===== config.mk =====
export PLATFORM = sky130hd
export DESIGN_NAME = universal_register_flat
export DESIGN_NICKNAME = d
export VERILOG_FILES = /design/src/rtl/universal_register_if.sv /design/src/rtl/universal_register.sv /design/src/flat_wrapper.sv
export SDC_FILE = /design/constraint.sdc
export NUM_CORES = 1
export LEC_CHECK = 0
export BUFFER_PORTS_ARGS = -buffer_cell sky130_fd_sc_hd__buf_2
export CAP_MARGIN = 0
export CELL_PAD_IN_SITES_DETAIL_PLACEMENT = 0
export CELL_PAD_IN_SITES_GLOBAL_PLACEMENT = 1
export CORE_MARGIN = 2
export CORE_UTILIZATION = 43
export CTS_CLUSTER_SIZE = 12
export DETAILED_ROUTE_END_ITERATION = 6
export PLACE_DENSITY_LB_ADDON = 0.1
export SYNTH_ARGS = -nofsm -noshare
export SYNTH_HDL_FRONTEND = slang
export SYNTH_SLANG_ARGS = --single-unit

===== constraint.sdc =====
create_clock -name clk -period 4.1 [get_ports clk]
set_clock_uncertainty 0.1 [all_clocks]
set_input_delay 0.82 -clock clk [delete_from_list [all_inputs] [get_ports clk]]
set_output_delay 0.82 -clock clk [all_outputs]
set_load 0.03 [all_outputs]

===== src/rtl/universal_register_if.sv =====
`default_nettype none
// ============================================================================
// Module      : universal_register_if
// Description : Control, data and status bundle for universal_register.
//               The master side drives the operation request and the slave
//               side returns the registered value and flags.
// Revision    : 1.0 - initial release
// ============================================================================
interface universal_register_if #(
  parameter int WIDTH = 32
);
  logic             en;
  logic [2:0]       op;
  logic [WIDTH-1:0] d;
  logic             sin;
  logic [WIDTH-1:0] q;
  logic             co;
  logic             zero;

  modport master (
    output en, op, d, sin,
    input  q, co, zero
  );

  modport slave (
    input  en, op, d, sin,
    output q, co, zero
  );
endinterface
`default_nettype wire


===== src/rtl/universal_register.sv =====
`default_nettype none
// ============================================================================
// Module      : universal_register
// Description : WIDTH-bit datapath register with hold, load, 1-bit logical
//               and arithmetic shifts, rotates and increment. The shift-out
//               or carry bit and a zero flag are registered alongside q.
// Revision    : 1.0 - initial release
// ============================================================================
module universal_register #(
  parameter int               WIDTH       = 32,
  parameter logic [WIDTH-1:0] RESET_VALUE = {WIDTH{1'b0}}
) (
  input  wire logic           clk,
  input  wire logic           reset,
  universal_register_if.slave bus
);

  localparam logic [2:0] OP_HOLD = 3'b000;
  localparam logic [2:0] OP_LOAD = 3'b001;
  localparam logic [2:0] OP_SHL  = 3'b010;
  localparam logic [2:0] OP_SHR  = 3'b011;
  localparam logic [2:0] OP_ASR  = 3'b100;
  localparam logic [2:0] OP_ROL  = 3'b101;
  localparam logic [2:0] OP_ROR  = 3'b110;
  localparam logic [2:0] OP_INC  = 3'b111;

  localparam logic [WIDTH:0] INC_ONE = {{WIDTH{1'b0}}, 1'b1};

  logic [WIDTH-1:0] q_reg;
  logic             co_reg;
  logic             zero_reg;

  logic [WIDTH-1:0] q_next;
  logic             co_next;
  logic [WIDTH:0]   inc_sum;

  // Incrementer is one bit wider than q so the wrap carry falls out naturally.
  assign inc_sum = {1'b0, q_reg} + INC_ONE;

  // Next-state selection; any unrecognised op (including X) holds.
  always_comb begin
    q_next  = q_reg;
    co_next = co_reg;
    case (bus.op)
      OP_HOLD: begin
        q_next  = q_reg;
        co_next = co_reg;
      end
      OP_LOAD: begin
        q_next  = bus.d;
        co_next = 1'b0;
      end
      OP_SHL: begin
        q_next  = {q_reg[WIDTH-2:0], bus.sin};
        co_next = q_reg[WIDTH-1];
      end
      OP_SHR: begin
        q_next  = {bus.sin, q_reg[WIDTH-1:1]};
        co_next = q_reg[0];
      end
      OP_ASR: begin
        q_next  = {q_reg[WIDTH-1], q_reg[WIDTH-1:1]};
        co_next = q_reg[0];
      end
      OP_ROL: begin
        q_next  = {q_reg[WIDTH-2:0], q_reg[WIDTH-1]};
        co_next = q_reg[WIDTH-1];
      end
      OP_ROR: begin
        q_next  = {q_reg[0], q_reg[WIDTH-1:1]};
        co_next = q_reg[0];
      end
      OP_INC: begin
        q_next  = inc_sum[WIDTH-1:0];
        co_next = inc_sum[WIDTH];
      end
      default: begin
        q_next  = q_reg;
        co_next = co_reg;
      end
    endcase
  end

  // State update: reset dominates, en=0 freezes q, co and zero together.
  always_ff @(posedge clk) begin
    if (reset) begin
      q_reg    <= RESET_VALUE;
      co_reg   <= 1'b0;
      zero_reg <= (RESET_VALUE == {WIDTH{1'b0}});
    end else if (bus.en) begin
      q_reg    <= q_next;
      co_reg   <= co_next;
      zero_reg <= (q_next == {WIDTH{1'b0}});
    end
  end

  assign bus.q    = q_reg;
  assign bus.co   = co_reg;
  assign bus.zero = zero_reg;

endmodule
`default_nettype wire


===== src/flat_wrapper.sv =====
// flat-port wrapper written by rule: the top's interface ports become plain ports
module universal_register_flat 
#(
  parameter int               WIDTH       = 32,
  parameter logic [WIDTH-1:0] RESET_VALUE = {WIDTH{1'b0}}
)
  (clk, reset, bus_en, bus_op, bus_d, bus_sin, bus_q, bus_co, bus_zero);
  universal_register_if #(.WIDTH(WIDTH)) bus_i ();
  input  wire logic clk;
  input  wire logic reset;
  input wire logic [$bits(bus_i.en)-1:0] bus_en;
  input wire logic [$bits(bus_i.op)-1:0] bus_op;
  input wire logic [$bits(bus_i.d)-1:0] bus_d;
  input wire logic [$bits(bus_i.sin)-1:0] bus_sin;
  output wire logic [$bits(bus_i.q)-1:0] bus_q;
  output wire logic [$bits(bus_i.co)-1:0] bus_co;
  output wire logic [$bits(bus_i.zero)-1:0] bus_zero;
  assign bus_i.en = bus_en;
  assign bus_i.op = bus_op;
  assign bus_i.d = bus_d;
  assign bus_i.sin = bus_sin;
  assign bus_q = bus_i.q;
  assign bus_co = bus_i.co;
  assign bus_zero = bus_i.zero;
  universal_register #(.WIDTH(WIDTH), .RESET_VALUE(RESET_VALUE)) u_core (.clk(clk), .reset(reset), .bus(bus_i));
endmodule

==> results.py <==
metrics = {
    "worst_hold_path": {
        "hold_end": "u_core.bus.co",
        "hold_class": "flop to flop",
        "hold_start": "u_core.bus.co",
        "hold-path-cell-count": 2,
    },
    "global_routing": {
        "grt_pass1_vias": 4069,
        "grt_start_max_net_pins": 28,
        "grt_first_pass_wirelength_um": 23150,
        "track_usage_pct": 33.83,
        "antenna_found_initial": 0,
        "overflow": 0,
    },
    "worst_setup_path": {
        "critPathArrivalTime_ns": 3.55,
        "worst_setup_path_end_kind": "flop",
        "r2r_end": "u_core.bus.zero",
        "path_class": "input pin to flop",
        "critPathMaxFanout": 27,
        "crit_top_cell": "nand4_1",
        "cpMaxStageDelayCell": "a21boi_0",
        "reg2reg_depth": 8,
        "ff2ff_setup_slack_ns": 0.75,
        "cp-startpoint": "bus_op[2]",
        "cp.required_ns": 4.24,
        "path_cells": "buf_2 -> nor2b_1 -> o21bai_2 -> a222oi_1 -> a21boi_0 -> nand4_1 -> nor4_1 -> nand4_1 -> o21ai_1",
        "max_stage_delay_ns": 0.53,
        "r2r-start": "u_core.bus.q[2]",
        "start_kind": "input pin",
    },
    "pwr": {
        "totalPowerFinal_mw": 1.076,
        "power_density_nw_per_um2": 267.9,
        "ir_worst_vdd_mv": 0.1195,
        "p_leak_nw": 1.504,
    },
    "floorplanning": {
        "fp-row-count": 33,
        "die_y_um": 94.68,
        "ioPinCount": 73,
        "dieArea_um2": 8964,
        "die_x_um": 94.68,
        "floorplan.initialDensity_pct": 43.69,
        "core_area_um2": 8093,
    },
    "logic_synthesis": {
        "yosysSeqAreaShare_pct": 19.25,
        "syn_nets": 544,
        "synth_ff_type": "dfxtp_1",
        "ys.warnings.count": 0,
        "synth_cell_types": 66,
        "synth-edff-count": 0,
        "ys_seq_elements": 34,
        "async_reset_ff_share_pct": 0,
        "syn_area_um2": 3536,
        "synthCells": 503,
        "avgSynthCellArea_um2": 7.030,
    },
    "route": {
        "via_count": 4493,
        "drt_first_pass_iters": 7,
        "drc": 0,
        "wl_um": 15090,
        "via_per_inst": 6.977,
        "wl_per_cell_um": 23.43,
        "ant_nets": 0,
        "drtIter0Drc": 570,
    },
    "timing": {
        "worstMarginPinSlew_ns": 1.083,
        "setup_viol": 0,
        "finalHoldViolations": 0,
        "rsz0062_at_grt": "no",
        "maxSlewViolCount": 0,
        "period_minus_slack_ns": 3.405,
        "finalCritPeriodShare_pct": 83.04,
        "tns_ns": 0,
        "setup_slack_ns": 0.6953,
        "timing.hold.ws_ns": 0.4055,
        "fmaxAchievable_ghz": 0.2937,
        "timing.slew.headroom_pct": 27.76,
    },
    "clock_network": {
        "clk_pin_slew_ns": 0.08,
        "cts.sinks": 34,
        "ctsResizeCount": 0,
        "cts.htree.levels": 2,
        "numCtsBuffers": 5,
        "cts_hold_buffers": 0,
        "tritoncts": "done",
        "root_buffer": "clkbuf_8",
        "cts_buffer_depth": 2,
        "clk_latency_ns": 0.30,
        "postCtsSetupBuffers": 0,
    },
    "cells_and_area": {
        "fillers": 870,
        "largest_reg_flops": 32,
        "layout.cells.non_filler": 644,
        "regArea_um2": 680.7,
        "n_antenna_cell": 0,
        "fin_util_pct": 49.63,
        "drive_above_1_share_pct": 22.26,
        "final_area_um2": 4016,
        "finalNetCount": 581,
        "multi_input_area_um2": 2559,
        "area_growth_pct": 13.59,
    },
    "placed_design": {
        "dp_cells": 638,
        "place_congestion": 0.9368,
        "placed_area_um2": 3934,
        "hpwl_um": 10730,
        "port-buffer-count": 72,
        "pre_cts_ws_ns": 0.5098,
    },
    "run_status": {
        "outcome": "completed",
    },
    "job": {
        "maxCapViolCount": 0,
    },
}
-- cell type report --
cell class | instances | area share (%)
inverters | 16 | 1.495
clock buffers | 6 | 2.056
well taps | 105 | 3.271
multi-input cells | 392 | 63.71
flip-flops and latches | 34 | 16.95
repair buffers | 91 | 12.52
-- cells in the mapped netlist, types with 3 or more instances --
master    number  area, um2
a222oi_1      10      100.1
nor2_1        35      131.4
buf_2          7      35.03
a21boi_0       4      30.03
a221oi_1       9      78.83
a311oi_1       3      26.28
a41oi_1        3      26.28
a32oi_1        3      26.28
a221o_1        9      90.09
o22ai_1        3      18.77
o21ai_0       33      165.2
nand2b_1      11      68.82
o41ai_1        3      26.28
buf_1          3      11.26
a21oi_1       30      150.1
nor2b_1        5      31.28
nand2_1       32      120.1
nor3_1        18      90.09
nor3b_1        3      22.52
a31oi_1        4      25.02
nand4_1       17      106.4
dfxtp_1       34      680.7
a211oi_1      16      120.1
xnor2_1       18      157.7
o21a_1         8      60.06
a22o_1         3      26.28
a22oi_1        4      30.03
nor4_1        18      112.6
or2_2          5      31.28
and2_1         3      18.77
nand3_1       21      105.1
xor2_1         5      43.79
o211ai_1       4      30.03
clkbuf_1      49      183.9
o221a_2        7      78.83
inv_1         16      60.06
a21o_1         4      30.03
and4_1         6      52.55
-- power by group --
group | internal (mW) | switching [mW]
clock network | 0.130 | 0.136
logic | 0.142 | 0.250
registers | 0.354 | 0.0635
total | 0.626 | 0.450
-- cell usage in the layout (no fill, tap or decap), types with 6 or more instances in the layout --
master	synthesis	layout
a211oi_1	16	16
a21oi_1	30	30
a221o_1	9	9
a221oi_1	9	9
a222oi_1	10	10
and4_1	6	6
buf_2	7	72
buf_4	0	19
clkbuf_8	0	6
dfxtp_1	34	34
inv_1	16	16
nand2_1	32	32
nand2b_1	11	11
nand3_1	21	21
nand4_1	17	17
nor2_1	35	35
nor3_1	18	18
nor4_1	18	18
o21a_1	8	8
o21ai_0	33	33
o221a_2	7	7
xnor2_1	18	18
-- worst max-delay path, delay by kind of cell --
kind	cells	cell delay [ns]
simple gates	4	0.87
buf+inv	1	0.24
compound gates	4	1.61
-- logic make-up after synthesis --
| kind of cell | Yosys count | share of synthesized area [%] |
|---|---|---|
| compound gates | 179 | 36.84 |
| xor+xnor | 23 | 5.697 |
| fa+ha+maj | 2 | 0.7076 |
| buf+inv | 77 | 8.493 |
| flops | 34 | 19.25 |
| simple gates | 188 | 29.02 |
-- layer usage --
layer  global-route usage (%)  vias to the layer above  part of all wire [%]  routed length, um
met5                        0                        -                     0                  0
met4                    15.34                        0                   4.5                677
met3                    4.389                       56                   9.7               1465
met2                    53.55                      328                    45               6722
met1                    45.66                     2097                    41               6224
li1                         -                     2012                     -                  -
-- how the worst max path moves through the flow --
stage | endpoint | cells past startpoint
final | u_core.bus.zero | 9
after global routing | u_core.bus.zero | 8
after CTS | u_core.bus.zero | 9
after detailed placement | u_core.bus.zero | 10
after global placement | u_core.bus.zero | 9
after floorplan | u_core.bus.zero | 10
Note: power is estimated with default switching activity, not from simulation.
